### src/rtl/cmp_pkg.sv
// cmp_pkg: shared types and helpers for the comparator trend monitor.
//   trend_t  - FSM state, output directly on the trend port
//   class_t  - classification of one comparator sample
//   sat_inc  - saturating increment on a 32-bit container
//   max_of   - all-ones value for a given width (width <= 32)
package cmp_pkg;

    typedef enum logic [1:0] {
        Idle  = 2'd0,
        EqRun = 2'd1,
        GtRun = 2'd2,
        LtRun = 2'd3
    } trend_t;

    // Class codes mirror the run-state codes so a class casts straight onto its run state.
    typedef enum logic [1:0] {
        ClsNone = 2'd0,
        ClsEq   = 2'd1,
        ClsGt   = 2'd2,
        ClsLt   = 2'd3
    } class_t;

    function automatic logic [31:0] max_of(input int unsigned width);
        return (width >= 32) ? 32'hffff_ffff : ((32'd1 << width) - 32'd1);
    endfunction

    function automatic logic [31:0] sat_inc(input logic [31:0] val, input logic [31:0] max);
        return (val >= max) ? val : val + 32'd1;
    endfunction

endpackage

### src/rtl/sat_counter.sv
// sat_counter: up-counter that saturates at all-ones.
// Parameters: WIDTH - counter width (1..32).
// Ports:
//   clk   - clock, rising edge
//   rst_n - asynchronous active-low reset
//   clr   - synchronous clear, wins over inc
//   inc   - count one event
//   count - current value
module sat_counter
    import cmp_pkg::*;
#(
    parameter int unsigned WIDTH = 16
) (
    input  logic             clk,
    input  logic             rst_n,
    input  logic             clr,
    input  logic             inc,
    output logic [WIDTH-1:0] count
);

    localparam logic [31:0] Max = max_of(WIDTH);

    logic [WIDTH-1:0] count_d, count_q;

    always_comb begin
        count_d = count_q;
        if (clr) begin
            count_d = '0;
        end else if (inc) begin
            count_d = WIDTH'(sat_inc(32'(count_q), Max));
        end
    end

    always_ff @(posedge clk or negedge rst_n) begin
        if (!rst_n) begin
            count_q <= '0;
        end else begin
            count_q <= count_d;
        end
    end

    assign count = count_q;

endmodule

### src/rtl/cmp_trend_monitor.sv
// cmp_trend_monitor: classifies registered comparator results into runs.
// Keeps saturating per-outcome counters, the current run length, and pulses
// alert for one cycle when a run first reaches RUN_THRESH.
// Build option: define CMP_TREND_CHECK_EN to reject samples whose flags are not
// one-hot or disagree with a recompare of a/b (sets sticky err). Without it,
// err is 0, a/b are unused and the class is taken by priority equal>greater>less.
// Ports:
//   clk, rst_n                 - clock, asynchronous active-low reset
//   clear                      - synchronous clear, beats in_valid
//   in_valid, a, b             - sample qualifier and operands
//   equal, greater, less       - comparator flags
//   eq_count/gt_count/lt_count - saturating outcome counters
//   run_len                    - current run length (saturating)
//   trend                      - FSM state (0 idle, 1 eq, 2 gt, 3 lt)
//   alert                      - one-cycle pulse on reaching RUN_THRESH
//   err                        - sticky rejected-sample flag
module cmp_trend_monitor
    import cmp_pkg::*;
#(
    parameter int unsigned DATA_W     = 8,
    parameter int unsigned CNT_W      = 16,
    parameter int unsigned RUN_W      = 8,
    parameter int unsigned RUN_THRESH = 4
) (
    input  logic              clk,
    input  logic              rst_n,
    input  logic              clear,
    input  logic              in_valid,
    input  logic [DATA_W-1:0] a,
    input  logic [DATA_W-1:0] b,
    input  logic              equal,
    input  logic              greater,
    input  logic              less,
    output logic [CNT_W-1:0]  eq_count,
    output logic [CNT_W-1:0]  gt_count,
    output logic [CNT_W-1:0]  lt_count,
    output logic [RUN_W-1:0]  run_len,
    output logic [1:0]        trend,
    output logic              alert,
    output logic              err
);

    localparam logic [31:0]      RunMax = max_of(RUN_W);
    localparam logic [RUN_W-1:0] RunPre = RUN_W'(RUN_THRESH - 1);

    trend_t           state_q, state_d;
    logic [RUN_W-1:0] run_q, run_d;
    logic             alert_q, alert_d;
    class_t           cls;
    logic             reject;
    logic             accept;

    always_comb begin
        cls = ClsNone;
        if (equal) begin
            cls = ClsEq;
        end else if (greater) begin
            cls = ClsGt;
        end else if (less) begin
            cls = ClsLt;
        end
    end

`ifdef CMP_TREND_CHECK_EN
    logic one_hot, agree, err_d, err_q;

    always_comb begin
        one_hot = (equal ^ greater ^ less) && !(equal && greater && less);
        agree   = (equal && (a == b)) || (greater && (a > b)) || (less && (a < b));
        reject  = in_valid && !(one_hot && agree);
        err_d   = err_q;
        if (clear) begin
            err_d = 1'b0;
        end else if (reject) begin
            err_d = 1'b1;
        end
    end

    always_ff @(posedge clk or negedge rst_n) begin
        if (!rst_n) begin
            err_q <= 1'b0;
        end else begin
            err_q <= err_d;
        end
    end

    assign err = err_q;
`else
    logic unused_ab;
    assign unused_ab = ^{a, b};
    assign reject    = 1'b0;
    assign err       = 1'b0;
`endif

    // Dropped when clear is high: clear alone decides the next state then.
    assign accept = in_valid && !clear && !reject && (cls != ClsNone);

    // State register.
    always_ff @(posedge clk or negedge rst_n) begin
        if (!rst_n) begin
            state_q <= Idle;
            run_q   <= '0;
            alert_q <= 1'b0;
        end else begin
            state_q <= state_d;
            run_q   <= run_d;
            alert_q <= alert_d;
        end
    end

    // Next-state logic.
    always_comb begin
        state_d = state_q;
        run_d   = run_q;
        alert_d = 1'b0;
        if (clear) begin
            state_d = Idle;
            run_d   = '0;
        end else if (accept) begin
            if (state_q != Idle && trend_t'(cls) == state_q) begin
                run_d = RUN_W'(sat_inc(32'(run_q), RunMax));
                // Only the step THRESH-1 -> THRESH fires; saturation cannot revisit it.
                alert_d = (run_q == RunPre);
            end else begin
                state_d = trend_t'(cls);
                run_d   = RUN_W'(1);
            end
        end
    end

    // Outputs.
    always_comb begin
        trend   = state_q;
        run_len = run_q;
        alert   = alert_q;
    end

    sat_counter #(.WIDTH(CNT_W)) u_eq_cnt (
        .clk   (clk),
        .rst_n (rst_n),
        .clr   (clear),
        .inc   (accept && cls == ClsEq),
        .count (eq_count)
    );

    sat_counter #(.WIDTH(CNT_W)) u_gt_cnt (
        .clk   (clk),
        .rst_n (rst_n),
        .clr   (clear),
        .inc   (accept && cls == ClsGt),
        .count (gt_count)
    );

    sat_counter #(.WIDTH(CNT_W)) u_lt_cnt (
        .clk   (clk),
        .rst_n (rst_n),
        .clr   (clear),
        .inc   (accept && cls == ClsLt),
        .count (lt_count)
    );

endmodule

### config.mk
export PLATFORM = sky130hd
export DESIGN_NAME = cmp_trend_monitor
export DESIGN_NICKNAME = d
export VERILOG_FILES = /design/src/rtl/cmp_pkg.sv /design/src/rtl/sat_counter.sv /design/src/rtl/cmp_trend_monitor.sv
export SDC_FILE = /design/constraint.sdc
export NUM_CORES = 1
export LEC_CHECK = 0
export ABC_AREA = 1
export CORE_MARGIN = 1.5
export CORE_UTILIZATION = 25
export CTS_BUF_LIST = sky130_fd_sc_hd__clkbuf_8 sky130_fd_sc_hd__clkbuf_16
export DETAILED_ROUTE_END_ITERATION = 12
export HOLD_SLACK_MARGIN = 0.12
export SETUP_SLACK_MARGIN = 0.1
export SLEW_MARGIN = 10
export SYNTH_ARGS = -nofsm -noshare
export SYNTH_HDL_FRONTEND = slang
export SYNTH_SLANG_ARGS = --single-unit
### constraint.sdc
create_clock -name clk -period 2.1 [get_ports clk]
set_input_delay 0.21 -clock clk [delete_from_list [all_inputs] [get_ports clk]]
set_output_delay 0.21 -clock clk [all_outputs]
set_load 0.02 [all_outputs]
Word-level counts from Yosys, hierarchy flattened
Cells that the tools add are included.
{ "totals": {"regBits": 59, "latchBits": 0, "ram_bits": 0, "romBits": 0, "inputBits": 23, "output_inout_bits": 60, "word_cells": 64, "n_memories": 0} }
{ "op_classes": {"add_sub_neg": 4, "n_mul": 0, "div_mod_pow": 0, "order_cmp": 4, "eq_ne": 10, "shift": 0, "muxes": 22, "n_bitwise": 0, "reduce_logical": 18} }
{ "ops": {"columns": ["cell", "n"], "rows": [
  ["$mux 16", 9],
  ["$add 16x1->16 const B", 3],
  ["$ge 16x16->1 const B", 3],
  ["$mux 8", 4],
  ["$mux 2", 6],
  ["$reduce_bool 2->1", 6],
  ["$reduce_and 2->1", 5],
  ["$add 8x1->8 const B", 1],
  ["$eq 8x2->1 const B", 1],
  ["$ge 8x8->1 const B", 1],
  ["$ne 2x2->1 const B", 4],
  ["$logic_and 1x1->1", 6],
  ["$eq 2x2->1 const B", 2],
  ["$mux 1", 3],
  ["$ne 3x3->1 const B", 1],
  ["$eq 2x1->1 const B", 1],
  ["$eq 2x2->1", 1],
  ["$logic_not 1->1", 1]
]} }

Longest topological paths before layout
{ "depth": {"word_depth": 8, "mapped_depth": 10} }

Hierarchy
Synthesis repeated with hierarchy kept, for this count alone.
{ "unflattened": {"hier_cells": 612, "area_unflattened_um2": 4046.4} }
{ "modules_own_cells": {"columns": ["module", "n_inst", "cells_per_inst", "area_each_um2", "seq_area_each_um2"], "rows": [
  ["sat_counter", 3, 163, 1076.0, 400.4],
  ["cmp_trend_monitor", 1, 123, 818.3, 275.3]
]} }

Least setup slack after synthesis
No wires, ideal clock.
{ "synth_path": {"kind": "flip-flop to flip-flop", "start": "register u_lt_cnt.count_q[1], in the netlist u_lt_cnt.count[1]", "end": "register u_lt_cnt.count_q[8], in the netlist u_lt_cnt.count[8]", "t_arrival_ns": 1.591, "t_required_ns": 1.982, "setup_slack_ns": 0.392, "path_stages_with_launch": 10, "path_cell_list": "dfrtp_1 ha_1 nand2_1 nor2_2 nand2_1 nor2_1 nor2_1 clkbuf_1 nand4_1 nand2_1"} }
{ "synth_between": {"elab_chain_cells": 4, "elab_cells_between_ends": 7, "cone_classes": "add/sub (1); order compare (1); eq/ne (1); mux (3); reduce/logical (1)"} }
{ "synth_rtl": {"columns": ["item", "line", "rtl"], "rows": [
  ["from (decl)", "sat_counter.sv:23", "logic [WIDTH-1:0] count_d, count_q;"],
  ["from (signal assigned)", "sat_counter.sv:38", "count_q <= count_d;"],
  ["$add 16x1->16", "cmp_pkg.sv:28", "return (val >= max) ? val : val + 32'd1;"],
  ["$mux 16", "cmp_pkg.sv:28", null],
  ["$mux 16", "sat_counter.sv:29", "end else if (inc) begin"],
  ["$mux 16", "sat_counter.sv:27", "if (clr) begin"]
]} }
Parallel ways exist; a longest one is shown, timed or not. The select of a mux whose other input is x is not followed.
A chain may end at the register's enable or synchronous reset.

Worst setup path in the final report
{ "layout_path": {"start": "register u_lt_cnt.count_q[1], in the netlist u_lt_cnt.count[1]", "end": "register u_lt_cnt.count_q[10], in the netlist u_lt_cnt.count[10]"} }
Same word-level chain as after synthesis.

==> flow_summary.yaml <==
global_routing:
  antenna_found_initial: 0
  grt_pass1_wl_um: 18170
  grt.total_usage_pct: 14.38
  grt_pass1_vias: 3584
  grt_max_degree: 38
  grt_overflow_total: 0
floorplan:
  dieWidth_um: 126.1
  core-area_um2: 14640
  rows: 44
  io_pins: 83
  start_util_pct: 25.87
  die-area_um2: 15900
  chipHeight_um: 126.1
place:
  io_buffers: 65
  placed_area_um2: 4673
  gp_congestion: 0.8711
  dpl.hpwl_um: 7716
  dp_cells: 797
setup_path:
  setup.worst_path.start_class: "flip-flop"
  reg2reg_slack_ns: 0.32
  crit_start: "u_lt_cnt.count[1]"
  end_kind: "flip-flop"
  critPathKind: "flip-flop to flip-flop"
  r2r-start: "u_lt_cnt.count[1]"
  crit_required_ns: 2.33
  crit_arrival_ns: 2.01
  path_max_fanout: 13
cells_and_area:
  layout-drive-gt1-share_pct: 7.460
  areaGrowthSynthToFinish_pct: 31.04
  num_antenna_cells: 0
  final_core_util_pct: 33.90
  finalInstanceArea_um2: 4965
  fin_cells: 814
  layout.nets: 652
synthesis:
  ys_async_sr_fraction_pct: 100.0
  yosysTopAreaCell: "dfrtp_1"
  avgSynthCellArea_um2: 6.876
  yosys-top-cells-count: "nand2_1, nor2_1, dfrtp_1"
  yosys.cell_count.top_type: "nand2_1"
  synthFlopType: "dfrtp_1"
  synth-seq-cells: 59
  synth.distinct_cells: 30
  netlist_area_um2: 3789
  synthCells: 551
  yosysWarningCount: 0
  syn_nets: 578
  synth_edf_count: 0
  synth_top_area_share_pct: 38.97
  ys_seq_area_share_pct: 38.97
  synth.area.top_cells: "dfrtp_1, nand2_1, nand4_1"
run:
  maxCapViolations: 0
timing:
  rsz0062_at_grt: "false"
  final_hold_viol_count: 0
  period_share_pct: 84.90
  max_slew_margin_pct: 60.97
  min_period_ns: 1.783
  max_freq_ghz: 0.5609
  finalSetupViolCount: 0
  skew_ns: 0.002976
  final_max_slew_viol_count: 0
  tightest_slew_ns: 0.5855
power:
  power_leakage_nw: 2.244
  ir_worst_vdd_mv: 0.3152
  finalPower_mw: 2.726
  p_per_area_nw_per_um2: 549.1
worst_hold_path:
  min-delay-path-class: "primary input to asynchronous set/reset pin"
clocking:
  htree_num_levels: 3
  cts_sinks: 59
  tritoncts: "yes"
  clockBufferDepth: 2
  cts_root_buf: "clkbuf_16"
  numCtsBuffers: 9
  insertion_delay_ns: 0.34
  post_cts_buffers: 0
  path_clk_slew_ns: 0.05
drt:
  ant_nets: 0
  dr.pass1.iters: 8
  drc: 3
  drt_iter0_markers: 259
  vias_per_cell: 4.619
  wl_per_cell_um: 13.09
  vias: 3760
  drt-total-wl_um: 10660
status:
  violations: "DRC"
  status: "finished, violations left"
-- power by group --
part | switching (mW) | internal, mW
Clock | 0.529 | 0.845
Sequential | 0.0121 | 1.15
Combinational | 0.135 | 0.0580
Total | 0.677 | 2.05
-- through the flow --
stage	setup TNS [ns]	setup slack, ns	hold WS [ns]
finish	0	0.3171	0.4197
global route	0	0.1055	0.4766
CTS	0	0.1651	0.4336
detailed placement	-0.4482	-0.08865	0.2488
global placement	-0.04438	-0.01315	0.2529
floorplan	0	0.3917	-0.08559
-- cell usage in the layout, fill, tap and decap left out, drive strengths merged --
master           n
a21oi            1
and2             3
buf             11
clkbuf          11
clkdlybuf4s50   64
clkinv           2
conb             1
dfrtp           59
dlygate4sd3      1
ha               4
inv             50
nand2          202
nand3           47
nand3b           2
nand4           39
nor2            72
nor3             9
nor4             1
o21ai           20
o21bai           3
or2              6
xnor2            3
xor2            19
-- what timing repair did --
action | CTS | global route
endpoints found under the hold margin | 22 | 0
setup endpoints to repair | 7 | 13
hold buffers | 1 | 0
gates resized for setup | 1 | 2
-- path summary, 6_finish.rpt --
| path | endpoint | cells after the start |
|---|---|---|
| min | u_gt_cnt.count[15] | 2 |
| max in group asynchronous | u_lt_cnt.count[10] | 3 |
| max reg2reg | u_lt_cnt.count[10] | 9 |
| min in group clk | u_eq_cnt.count[15] | 2 |
| min reg2reg | u_eq_cnt.count[15] | 2 |
| max | u_lt_cnt.count[10] | 9 |
-- layout make-up --
class | instances | area (µm²)
clock buffer | 11 | 252.7
clock inverter | 5 | 21.27
fill | 1591 | 9679
inverter | 47 | 178.9
multi-input combinational | 432 | 2062
sequential | 59 | 1476
tap | 184 | 230.2
timing repair buffer | 76 | 743.2
-- layer usage --
layer	up-vias	global-route usage, %	part of all wire (%)
met5	-	0	0
met4	0	3.448	0.92
met3	8	4.376	4.7
met2	67	22.66	45
met1	1746	19.32	50
li1	1939	-	-
-- flip-flops by register name (all words and copies together) (netlist names) --
name and cells:
u_gt_cnt.count 16, u_eq_cnt.count 16, u_lt_cnt.count 16, trend 2, alert 1, run_len 8
-- critical path, cell delays in order, from the launching register on --
cell	delay (ns)
dfrtp_1	0.42
ha_1	0.24
nand2_1	0.10
nor2_2	0.06
nand2_1	0.11
nor2_2	0.08
o21ai_2	0.37
inv_4	0.15
nand2_1	0.10
nand2_1	0.05
-- logic make-up after synthesis --
family                   Yosys count  synth area share, %
AO/OA/AOI/OAI                     24                3.467
XOR/XNOR                          22                5.086
flip-flops                        59                38.97
AND/OR/NAND/NOR                  381                44.32
other                              1              0.09898
buffers and inverters             60                6.737
adder cells (fa/ha/maj)            4                1.321
(Power assumes the default switching activity.)
